--- src/rtl/lsu_pkg.sv ---
// Shared constants and types for the load/store memory master.
package lsu_pkg;

  // Default number of addressable entries; the aligned byte address indexes it.
  localparam int MEM_DEPTH_DEFAULT = 1024;

  // Access size encodings on req_size (2'b11 is rejected as an error).
  localparam logic [1:0] SIZE_BYTE = 2'b00;
  localparam logic [1:0] SIZE_HALF = 2'b01;
  localparam logic [1:0] SIZE_WORD = 2'b10;

  // Transaction sequencer states.
  typedef enum logic [2:0] {
    IDLE,
    ERR,
    READ,
    WAIT,
    WRITE,
    RESP
  } lsu_state_e;

endpackage

--- src/rtl/lsu_lane_align.sv ---
// Little-endian byte-lane steering: load extraction/extension, store-lane
// merge into a fetched word, and alignment checking for a given access size.
module lsu_lane_align
  import lsu_pkg::*;
(
  input  logic [1:0]  size,
  input  logic [1:0]  addr_lo,
  input  logic        is_signed,
  input  logic [31:0] word_in,
  input  logic [31:0] wdata,
  output logic [31:0] load_out,
  output logic [31:0] merge_out,
  output logic        misaligned
);

  logic [7:0]  byte_lane;
  logic [15:0] half_lane;

  assign byte_lane = word_in[{addr_lo, 3'b000} +: 8];
  assign half_lane = word_in[{addr_lo[1], 4'b0000} +: 16];

  // Select, extend and merge the lane addressed by addr_lo for this size.
  always_comb begin
    // NOTE: every output gets a default before the case so no path leaves
    // a value unassigned, which would otherwise infer a latch.
    load_out   = '0;
    merge_out  = word_in;
    misaligned = 1'b0;
    case (size)
      SIZE_BYTE: begin
        load_out = {{24{is_signed & byte_lane[7]}}, byte_lane};
        merge_out[{addr_lo, 3'b000} +: 8] = wdata[7:0];
      end
      SIZE_HALF: begin
        load_out   = {{16{is_signed & half_lane[15]}}, half_lane};
        merge_out[{addr_lo[1], 4'b0000} +: 16] = wdata[15:0];
        misaligned = addr_lo[0];
      end
      SIZE_WORD: begin
        load_out   = word_in;
        merge_out  = wdata;
        misaligned = (addr_lo != 2'b00);
      end
      default: ;
    endcase
  end

endmodule

--- src/rtl/lsu_mem_master.sv ---
// Load/store initiator for a word-write-only data memory. One request at a
// time; sub-word stores are done as read-modify-write, loads are extended.
module lsu_mem_master
  import lsu_pkg::*;
#(
  parameter int MEM_DEPTH = MEM_DEPTH_DEFAULT
) (
  input  logic        clk,
  input  logic        rst,
  input  logic        req_valid,
  output logic        req_ready,
  input  logic        req_write,
  input  logic [1:0]  req_size,
  input  logic        req_signed,
  input  logic [31:0] req_addr,
  input  logic [31:0] req_wdata,
  output logic        resp_valid,
  output logic        resp_err,
  output logic [31:0] resp_rdata,
  output logic [31:0] mem_addr,
  output logic [31:0] mem_wdata,
  output logic        mem_write,
  output logic        mem_read,
  input  logic [31:0] mem_rdata
);

  // Highest aligned address whose full word lies inside the memory.
  localparam logic [31:0] MAX_ADDR = 32'(MEM_DEPTH - 4);

  lsu_state_e state_q, state_d;

  // Request fields kept for the duration of a transaction.
  logic        lat_write;
  logic [1:0]  lat_size;
  logic        lat_signed;
  logic [1:0]  lat_addr_lo;
  logic [31:0] lat_wdata;

  logic        accept;
  logic        req_err;
  logic        word_store;
  logic [31:0] req_aligned;

  // The lane aligner checks the live request while idle and works on the
  // latched request once busy, so one instance serves both.
  logic [1:0]  al_size;
  logic [1:0]  al_addr_lo;
  logic        al_signed;
  logic [31:0] load_out;
  logic [31:0] merge_out;
  logic        misaligned;

  assign al_size    = (state_q == IDLE) ? req_size       : lat_size;
  assign al_addr_lo = (state_q == IDLE) ? req_addr[1:0]  : lat_addr_lo;
  assign al_signed  = (state_q == IDLE) ? req_signed     : lat_signed;

  lsu_lane_align u_lane_align (
    .size       (al_size),
    .addr_lo    (al_addr_lo),
    .is_signed  (al_signed),
    .word_in    (mem_rdata),
    .wdata      (lat_wdata),
    .load_out   (load_out),
    .merge_out  (merge_out),
    .misaligned (misaligned)
  );

  assign accept      = (state_q == IDLE) && req_valid;
  assign req_aligned = {req_addr[31:2], 2'b00};
  assign req_err     = (req_size == 2'b11) || misaligned || (req_aligned > MAX_ADDR);
  assign word_store  = req_write && (req_size == SIZE_WORD);

  // State register; reset abandons any transaction in flight.
  always_ff @(posedge clk or posedge rst) begin
    // NOTE: sequential state uses non-blocking assignments so every register
    // samples pre-edge values regardless of block ordering.
    if (rst) state_q <= IDLE;
    else     state_q <= state_d;
  end

  // Next-state sequencing and Moore strobe decode from the state register.
  always_comb begin
    state_d    = state_q;
    req_ready  = 1'b0;
    resp_valid = 1'b0;
    resp_err   = 1'b0;
    mem_read   = 1'b0;
    mem_write  = 1'b0;
    case (state_q)
      IDLE: begin
        req_ready = 1'b1;
        if (req_valid) begin
          if (req_err)         state_d = ERR;
          else if (word_store) state_d = WRITE;
          else                 state_d = READ;
        end
      end
      ERR: begin
        resp_valid = 1'b1;
        resp_err   = 1'b1;
        state_d    = IDLE;
      end
      READ: begin
        mem_read = 1'b1;
        state_d  = WAIT;
      end
      WAIT: begin
        state_d = lat_write ? WRITE : RESP;
      end
      WRITE: begin
        mem_write = 1'b1;
        state_d   = RESP;
      end
      RESP: begin
        resp_valid = 1'b1;
        state_d    = IDLE;
      end
      default: state_d = IDLE;
    endcase
  end

  // Request latch, memory address/write buffer and load result registers.
  always_ff @(posedge clk or posedge rst) begin
    if (rst) begin
      lat_write   <= 1'b0;
      lat_size    <= 2'b00;
      lat_signed  <= 1'b0;
      lat_addr_lo <= 2'b00;
      lat_wdata   <= '0;
      mem_addr    <= '0;
      mem_wdata   <= '0;
      resp_rdata  <= '0;
    end else begin
      if (accept) begin
        lat_write   <= req_write;
        lat_size    <= req_size;
        lat_signed  <= req_signed;
        lat_addr_lo <= req_addr[1:0];
        lat_wdata   <= req_wdata;
        // Stores and errors respond with zero data.
        resp_rdata  <= '0;
        // Errors never touch memory, so the bus keeps its previous values.
        if (!req_err) begin
          mem_addr <= req_aligned;
          if (word_store) mem_wdata <= req_wdata;
        end
      end
      if (state_q == WAIT) begin
        if (lat_write) mem_wdata  <= merge_out;
        else           resp_rdata <= load_out;
      end
    end
  end

endmodule

--- config.mk ---
export PLATFORM = sky130hd
export DESIGN_NAME = lsu_mem_master
export DESIGN_NICKNAME = d
export VERILOG_FILES = /design/src/rtl/lsu_pkg.sv /design/src/rtl/lsu_lane_align.sv /design/src/rtl/lsu_mem_master.sv
export SDC_FILE = /design/constraint.sdc
export NUM_CORES = 1
export LEC_CHECK = 0
export CORE_MARGIN = 5
export CORE_UTILIZATION = 45
export DETAILED_ROUTE_END_ITERATION = 6
export PLACE_DENSITY_LB_ADDON = 0.12
export SETUP_SLACK_MARGIN = 0.2
export SKIP_CTS_REPAIR_TIMING = 1
export SLEW_MARGIN = 10
export SYNTH_ARGS = -nofsm -noshare
export SYNTH_HDL_FRONTEND = slang
export SYNTH_SLANG_ARGS = --single-unit
--- constraint.sdc ---
create_clock -name clk -period 9.9 [get_ports clk]
set_input_delay 1.98 -clock clk [delete_from_list [all_inputs] [get_ports clk]]
set_output_delay 1.98 -clock clk [all_outputs]
set_load 0.005 [all_outputs]
# [Yosys cells after proc, flatten, opt, wreduce, memory -nomap -nowiden]
# Cells that the tools add are included.
[word_totals] in_bits=103 out_inout_bits=101 reg_bits=135
[classes] shift=6 reduce_logical=9 add_sub_neg=2 eq_ne=10 n_mux=26 n_bitwise=3 n_lt_le_gt_ge=1
[op_table] operator="two-way mux 32 bit" count=8
[op_table] operator="one-hot mux 32 bit (3 select lines)" count=2
[op_table] operator="bitwise mux 32 bit" count=2
[op_table] operator="> comparator 32 x 10 -> 1 bit (second input constant)" count=1
[op_table] operator="variable shift 16 x 7 -> 32 bit (first input constant)" count=1
[op_table] operator="variable shift 8 x 7 -> 32 bit (first input constant)" count=1
[op_table] operator="variable part select 16 x 7 -> 32 bit" count=1
[op_table] operator="variable part select 32 x 6 -> 16 bit" count=1
[op_table] operator="variable part select 32 x 6 -> 8 bit" count=1
[op_table] operator="variable part select 8 x 7 -> 32 bit" count=1
[op_table] operator="negator 5 -> 7 bit" count=2
[op_table] operator="one-hot mux 3 bit (4 select lines)" count=1
[op_table] operator="two-way mux 3 bit" count=3
[op_table] operator="two-way mux 1 bit" count=7
[op_table] operator="== test 2 bit (second input constant)" count=3
[op_table] operator="== test 3 x 2 -> 1 bit (second input constant)" count=2
[op_table] operator="== test 3 bit (second input constant)" count=2
[op_table] operator="two-way mux 2 bit" count=2
[op_table] operator="== test 3 x 1 -> 1 bit (second input constant)" count=1
[op_table] operator="logical NOT 3 bit" count=1
[op_table] operator="bitwise AND 1 bit" count=2
[op_table] operator="== test 2 x 1 -> 1 bit (second input constant)" count=1
[op_table] operator="logical AND 1 bit" count=2
[op_table] operator="logical NOT 2 bit" count=1
[op_table] operator="7 further kinds" count=8

# [Logic depth before layout (Yosys ltp)]
# Gate-level depths: netlist (run 1).
[depth] word_depth=10 mapped_depth=13

# [Hierarchy]
# From an unflattened synthesis (run 1), not the netlist that was laid out.
[unflattened] cells_unflattened=671 area_unflattened_um2=7354.6
[by_module_without_submodules] mod="lsu_mem_master" instances=1 seq_area_each_um2=3378.2 area_each_um2=5711.7 cells_per_inst=439
[by_module_without_submodules] mod="lsu_lane_align" instances=1 seq_area_each_um2=0.0 area_each_um2=1642.8 cells_per_inst=232

# [Least setup slack after synthesis (run 1)]
# No wires, ideal clock.
[synth_path] path_kind="input -> register" startpoint="input req_addr[1]" endpoint="register mem_wdata[10]" stages=10 setup_slack_ns=5.308 setup_ns=0.066 n_path_buf=2 arrival_time_ns=4.526 cell_sequence="nor4b_1 nor2_2 buf_2 ha_1 clkbuf_1 or3b_2 a2111oi_2 a222oi_1 nand2_1 o311a_1"
[synth_between] elab_chain_len=9 elab_cells_between_ends=18 classes_between="add/sub: 2; shift: 4; mux: 9; reduce/logical: 3"
[synth_rtl] element="start, declared" line="lsu_mem_master.sv:15" text="input logic [31:0] req_addr,"
[synth_rtl] element="two-way mux 2 bit *" line="lsu_mem_master.sv:54" text="assign al_addr_lo = (state_q == IDLE) ? req_addr[1:0] : lat_addr_lo;"
[synth_rtl] element="parallel branches: the longest is 7 deep, another holds negator 5 -> 7 bit"
[synth_rtl] element="two-way mux 32 bit *" line="lsu_mem_master.sv:148" text="if (state_q == WAIT) begin"
[synth_rtl] element="end signal, assigned" line="lsu_mem_master.sv:145" text="if (word_store) mem_wdata <= req_wdata;"
[synth_rtl] element="end signal, assigned" line="lsu_mem_master.sv:149" text="if (lat_write) mem_wdata <= merge_out;"
[synth_rtl] element="end, declared" line="lsu_mem_master.sv:21" text="output logic [31:0] mem_wdata,"
# Mark *: on every way between the ends.
# A chain may end at the register's enable or synchronous reset.

# [Worst setup path in the final report (run 1)]
[layout_path] startpoint="input req_size[1]" endpoint="register mem_addr[5]"
[layout_between] elab_chain_len=7 elab_cells_between_ends=9 classes_between="eq/ne: 3; mux: 2; bitwise: 1; reduce/logical: 3"
[layout_rtl] element="start, declared" line="lsu_mem_master.sv:13" text="input logic [1:0] req_size,"
[layout_rtl] element="two-way mux 2 bit" line="lsu_mem_master.sv:53" text="assign al_size = (state_q == IDLE) ? req_size : lat_size;"
[layout_rtl] element="== test 2 bit / == test 2 x 1 -> 1 bit (equally long branches)" line="lsu_lane_align.sv:29" text="case (size)"
[layout_rtl] element="one-hot mux 1 bit (2 select lines)" line="lsu_lane_align.sv:29"
[layout_rtl] element="logical OR 1 bit * (2 in a row)" line="lsu_mem_master.sv:70" text="assign req_err = (req_size == 2'b11) || misaligned || (req_aligned > MAX_ADDR);"
[layout_rtl] element="NOT 1 bit (no source line) *"
[layout_rtl] element="AND reduction 2 bit (no source line) *"
[layout_rtl] element="end signal, assigned" line="lsu_mem_master.sv:144" text="mem_addr <= req_aligned;"
[layout_rtl] element="end, declared" line="lsu_mem_master.sv:20" text="output logic [31:0] mem_addr,"
# Every way passes the cells marked *; elsewhere a longest branch is shown, timed or not.

==> results of run 1 <==
-- through the flow --
stage	power [W]	hold WS, ns	utilization, %
2_1_floorplan	0.000822	0.473	-
3_3_place_gp	0.000953	0.469	58.4
3_5_place_dp	0.000960	0.470	58.4
4_1_cts	0.00162	0.494	62.1
5_1_grt	0.00168	0.504	62.1
6_report	0.00161	0.487	62.1
-- placed cells by master, fill, tap and decap left out, types with 17 or more instances in the layout --
cell               n
clkdlybuf4s50_1  201
dfrtp_1          135
nand2_1           98
mux2_2            40
a211oi_1          39
nor2_1            35
a221oi_1          30
a21oi_1           29
a22oi_1           27
and2_1            26
clkbuf_16         17
-- critical path, cell delays in order --
cell and delay (ns):
clkdlybuf4s50_1 0.46, mux2_2 0.32, inv_1 0.08, ha_1 0.69, inv_1 0.30, nor2_1 0.26, a32o_1 0.51, or3_1 0.92
mux2_4 0.36
-- routing by layer --
layer	vias up	GRT usage [%]	wire, um
met1	3657	37.0	11700
li1	3255	-	-
met4	0	5.92	308
met5	-	0	0
met3	26	8.23	2470
met2	358	43.0	12700
-- flip-flops by register name, indices dropped and copies added (netlist names) --
register and flops:
lat_signed 1, resp_rdata 32, lat_write 1, state_q 3, lat_size 2, lat_wdata 32, mem_wdata 32, lat_addr_lo 2
mem_addr 30
-- Yosys cell counts, types with 5 or more instances --
cell,count
inv_1,12
nand3_1,15
a221oi_1,30
o211ai_1,16
mux2i_1,12
a21oi_1,29
a211oi_1,39
a221o_1,9
a21o_1,5
nor4_1,7
o311a_1,10
nor2_1,35
buf_2,13
and2_1,26
ha_1,7
a22oi_1,27
buf_1,6
o31ai_1,8
nor4bb_1,5
nor4b_1,8
nand4_1,13
a32oi_1,5
dfrtp_1,135
clkbuf_1,47
mux2_4,8
nand2_1,98
o21ai_0,12
a31oi_1,13
nor2b_1,5
a222oi_1,6
mux2_2,40
a2111oi_0,7
-- worst max-delay path by stage --
stage                                 end  slack [ns]  cells past startpoint
3_3_place_gp      mem_addr[6]$_DFFE_PP0P_        4.11                      9
6_report          mem_addr[5]$_DFFE_PP0P_        4.30                      9
5_1_grt           mem_addr[2]$_DFFE_PP0P_        4.10                      9
2_1_floorplan  lat_addr_lo[0]$_DFFE_PP0P_        4.31                      1
4_1_cts           mem_addr[5]$_DFFE_PP0P_        4.39                      9
3_5_place_dp      mem_addr[5]$_DFFE_PP0P_        3.95                      9
-- logic make-up after synthesis --
kind of cell	after synthesis
AOI/OAI and AO/OA	239
adders and majority gates	7
buffers and inverters	85
DFF	135
muxes	60
other	1
and+or+nand+nor	237
-- power by group --
group / internal, W / leakage [nW] / switching [W]
Sequential: 0.000581 / 1.79 / 0.0000387
Combinational: 0.000136 / 2.06 / 0.000201
Clock: 0.000385 / 0.288 / 0.000272
Total: 0.00110 / 4.14 / 0.000512
-- final cells by class --
class                           instances  share of cell area, %
Timing Repair Buffer                  211                   20.4
Inverter                               13                  0.500
Clock inverter                         14                   1.62
Tap cell                              220                   2.68
Sequential cell                       135                   32.9
Multi-Input combinational cell        545                   37.6
Clock buffer                           18                   4.28
==> results.json, run 1 <==
{
  "outcome": "finished, violations left",
  "violations": "DRC",
  "synthAdderAreaFrac_pct": 1.16,
  "finalCriticalPeriod_ns": 5.60,
  "synth-xor-area-share_pct": 0,
  "crit_path_end_kind": "flip-flop",
  "final_area_sq_um": 10300,
  "grt_pass1_vias": 7327,
  "die-area_sq_um": 19500,
  "drt-total-wl_mm": 27.2,
  "worstHoldStart": "mem_addr[12]$_DFFE_PP0P_",
  "worstSetupStartpointType": "input port",
  "die-height_um": 140,
  "grt_pass1_wl_mm": 42.2,
  "cts_tree": "built",
  "yosys.area.top_type": "dfrtp_1",
  "p_leak_nw": 4.14,
  "antenna_found_initial": 0,
  "irDropWorstVdd_mv": 0.120,
  "drv_cap": 0,
  "netlist_instances": 764,
  "fin_skew_ns": 0.00658,
  "synthDistinctLibCells": 65,
  "synth_compound_area_share_pct": 24.3,
  "hpwlAfterDp_mm": 19.6,
  "multi_input_area_sq_um": 3860,
  "hp-class": "reg -> reg",
  "start_util_pct": 45.9,
  "finalWorstSetupSlack_ns": 4.30,
  "crit_required_ns": 10.20,
  "ys_seq_area_share_pct": 44.6,
  "powerDensity_nw_per_um2": 157,
  "async_flop_share_pct": 100,
  "ys.flop_type": "dfrtp_1",
  "fin_cells": 1156,
  "rr_endpoint": "mem_addr[5]$_DFFE_PP0P_",
  "nFillCells": 1334,
  "fmax_mhz": 179,
  "final-max-slew-violation-count": 0,
  "max-slew-margin-rel_pct": 27.3,
  "worstMarginPinSlew_ns": 1.07,
  "layout-drive-gt1-share_pct": 11.3,
  "synth_top_family_by_area": "compound AO/OA/AOI/OAI gates",
  "cts.path.max_buffers": 2,
  "hold_viol": 0,
  "clock_sinks": 135,
  "vias": 7296,
  "ff2ff_path_depth": 9,
  "syn-mean-instance-area_sq_um": 9.92,
  "coreArea_sq_um": 16500,
  "synth_top_area_share_pct": 44.6,
  "cts_htree_levels": 4,
  "drtPass1Iterations": 7,
  "n_antenna_cell": 0,
  "postRouteAntennaNets": 0,
  "finalSetupTns_ns": 0,
  "cp.arrival_ns": 5.91,
  "setup_violations": 0,
  "overflow": 0,
  "gr-usage-all-layers_pct": 27.2,
  "synth-edff-count": 0,
  "synth_area_leaders": "dfrtp_1 (45%), mux2_2 (5.9%), nand2_1 (4.9%)",
  "syn_to_final_growth_pct": 35.3,
  "reg2reg_setup_slack_ns": 5.03,
  "register_area_sq_um": 3380,
  "grt_max_degree": 77,
  "wl_per_cell_um": 23.5,
  "io_pins": 204,
  "port_buffers": 201,
  "rows": 47,
  "critPathKind": "in -> reg",
  "place.gp.congestion": 0.909,
  "fp.dieW_um": 140,
  "whs_endpoint": "mem_addr[12]$_DFFE_PP0P_",
  "finalCritPeriodShare_pct": 56.6,
  "clk_pin_slew_ns": 0.06,
  "drc": 2,
  "crit_fanout": 30,
  "holdPathStages": 1,
  "drt_iter0_drc": 820,
  "synth_seq_cells": 135,
  "startpoint": "req_size[1]",
  "pre_cts_slack_ns": 3.95,
  "fin_nets": 1033,
  "synth_area_sq_um": 7580,
  "clock_tree.root_cell": "clkbuf_16",
  "post_dp_cell_area_sq_um": 9650,
  "grt_setup_unrepaired": "false",
  "r2r_start": "state_q[2]$_DFFE_PP0P_",
  "via_per_inst": 6.31,
  "yosys.area_share.simple_pct": 16.0,
  "clk_latency_ns": 0.43,
  "cts_buffers": 17,
  "ys.warnings.count": 0,
  "dp_cells": 1124,
  "synthMuxAreaShare_pct": 9.11
}
(Power assumes the default switching activity.)
==> run 2, diff against run 1 <==
CORE_UTILIZATION = 44   (was 45)
clock period = 4.66 ns   (was 9.9 ns; I/O delays follow)
==> results.json, run 2 (same netlist as run 1, synthesis figures left out) <==
{
  "port_buffers": 201,
  "max-slew-margin-rel_pct": 29.9,
  "die-area_sq_um": 19900,
  "whs_endpoint": "mem_addr[11]$_DFFE_PP0P_",
  "drv_cap": 0,
  "gr-usage-all-layers_pct": 27.1,
  "clock_tree.root_cell": "clkbuf_16",
  "crit_path_end_kind": "flip-flop",
  "io_pins": 204,
  "rr_endpoint": "mem_wdata[23]$_DFF_PP0_",
  "grt_setup_unrepaired": "false",
  "antenna_found_initial": 0,
  "drtPass1Iterations": 6,
  "finalSetupTns_ns": 0,
  "irDropWorstVdd_mv": 0.245,
  "ff2ff_path_depth": 11,
  "clk_latency_ns": 0.42,
  "layout_common_cells": "clkdlybuf4s50_1 (201), dfrtp_1 (135), nand2_1 (98)",
  "fin_skew_ns": 0.00737,
  "place.gp.congestion": 0.936,
  "cts_htree_levels": 4,
  "post_dp_cell_area_sq_um": 9800,
  "drt-total-wl_mm": 27.3,
  "hold_viol": 0,
  "cp.arrival_ns": 4.26,
  "r2r_start": "state_q[2]$_DFFE_PP0P_",
  "grt_pass1_wl_mm": 42.4,
  "outcome": "finished clean",
  "n_antenna_cell": 0,
  "clock_sinks": 135,
  "p_leak_nw": 4.21,
  "vias": 7232,
  "coreArea_sq_um": 17100,
  "overflow": 0,
  "via_per_inst": 6.13,
  "worstHoldStart": "mem_addr[11]$_DFFE_PP0P_",
  "wl_per_cell_um": 23.1,
  "layout_commonest_cell": "clkdlybuf4s50_1",
  "finalCriticalPeriod_ns": 3.95,
  "reg2reg_setup_slack_ns": 1.06,
  "holdPathStages": 1,
  "max_stage_delay_ns": 0.63,
  "powerDensity_nw_per_um2": 324,
  "cts.path.max_buffers": 2,
  "worstSetupStartpointType": "input port",
  "layout-drive-gt1-share_pct": 12.8,
  "final_area_sq_um": 10400,
  "crit_required_ns": 4.97,
  "cts_tree": "built",
  "drc": 0,
  "die-height_um": 141,
  "clk_pin_slew_ns": 0.06,
  "crit_fanout": 7,
  "worstPathCellList": "clkdlybuf4s50_1, or4b_1, nand2_1, inv_1, ha_1, buf_4, nor3b_1, nand4_1, a21oi_1, a221oi_1, a211oi_1",
  "finalCritPeriodShare_pct": 84.8,
  "syn_to_final_growth_pct": 36.8,
  "crit_path_top_delay_cell": "or4b_1",
  "grt_max_degree": 66,
  "hp-class": "reg -> reg",
  "cts_buffers": 17,
  "drt_iter0_drc": 596,
  "final-max-slew-violation-count": 0,
  "setup_violations": 0,
  "critPathBufInv": 3,
  "postRouteAntennaNets": 0,
  "rows": 48,
  "hpwlAfterDp_mm": 19.9,
  "fin_nets": 1051,
  "largestRegisters": "lat_wdata: 32 flops, mem_wdata: 32 flops, resp_rdata: 32 flops",
  "start_util_pct": 44.3,
  "worstMarginPinSlew_ns": 1.05,
  "critPathKind": "in -> reg",
  "fp.dieW_um": 141,
  "grt_pass1_vias": 7299,
  "cp_top_family": "simple AND/OR/NAND/NOR gates",
  "fmax_mhz": 253
}
run 2: changes by cell type in the layout (fill, tap and decap cells not counted), sizes merged:
cell	previous run	this run
buf	10	28
clkbuf	18	20
inv	18	16
bufinv	2	1
clkinvlp	3	4
run 2: cell type report:
class                   instances  area, sq um
repair buffers                229         2230
flip-flops and latches        135         3380
clock buffers                  20          447
fillers                      1483         6750
clock inverters                12          119
multi-input cells             545         3860
inverters                      13         52.6
well taps                     225          282
run 2: worst max path at each step:
stage | start | end | slack (ns) | cells after the start
final | req_addr[0] | mem_wdata[23]$_DFF_PP0_ | 0.71 | 11
after global routing | req_addr[0] | mem_wdata[23]$_DFF_PP0_ | 0.59 | 11
after CTS | req_addr[0] | mem_wdata[23]$_DFF_PP0_ | 0.76 | 11
after detailed placement | req_addr[0] | mem_wdata[23]$_DFF_PP0_ | 0.33 | 11
after global placement | req_addr[0] | mem_wdata[8]$_DFF_PP0_ | 0.50 | 10
after floorplan | req_addr[1] | mem_wdata[10]$_DFF_PP0_ | 1.12 | 10
run 2: power by group:
group          internal [W]  switching, W  total (W)
Sequential          0.00124     0.0000750    0.00131
Clock              0.000757      0.000545    0.00130
Combinational      0.000307      0.000441   0.000749
run 2: worst reg2reg max path: stages (launching register included):
cell and delay, ns:
dfrtp_1 0.41, buf_4 0.22, or4b_1 0.72, nand2_1 0.25, inv_1 0.11, ha_1 0.24
buf_4 0.17, nor3b_1 0.19, nand4_1 0.19, a21oi_1 0.52, a221oi_1 0.18, a211oi_1 0.30
run 2: metal layers:
metal | track usage [%] | routed length [um] | vias up
li1 | - | - | 3292
met1 | 37.8 | 11800 | 3566
met2 | 43.1 | 12700 | 352
met3 | 6.99 | 2440 | 22
met4 | 4.79 | 255 | 0
met5 | 0 | 0 | -
run 2: stage by stage:
stage	setup slack [ns]	hold WS [ns]	total power, W	utilization [%]	instances
after floorplan	1.12	0.473	0.00175	-	765
after global placement	0.503	0.468	0.00206	57.3	1147
after detailed placement	0.325	0.470	0.00207	57.3	1147
after CTS	0.757	0.490	0.00337	60.6	1179
after global routing	0.587	0.498	0.00349	60.6	1179
final	0.710	0.481	0.00336	60.6	1179
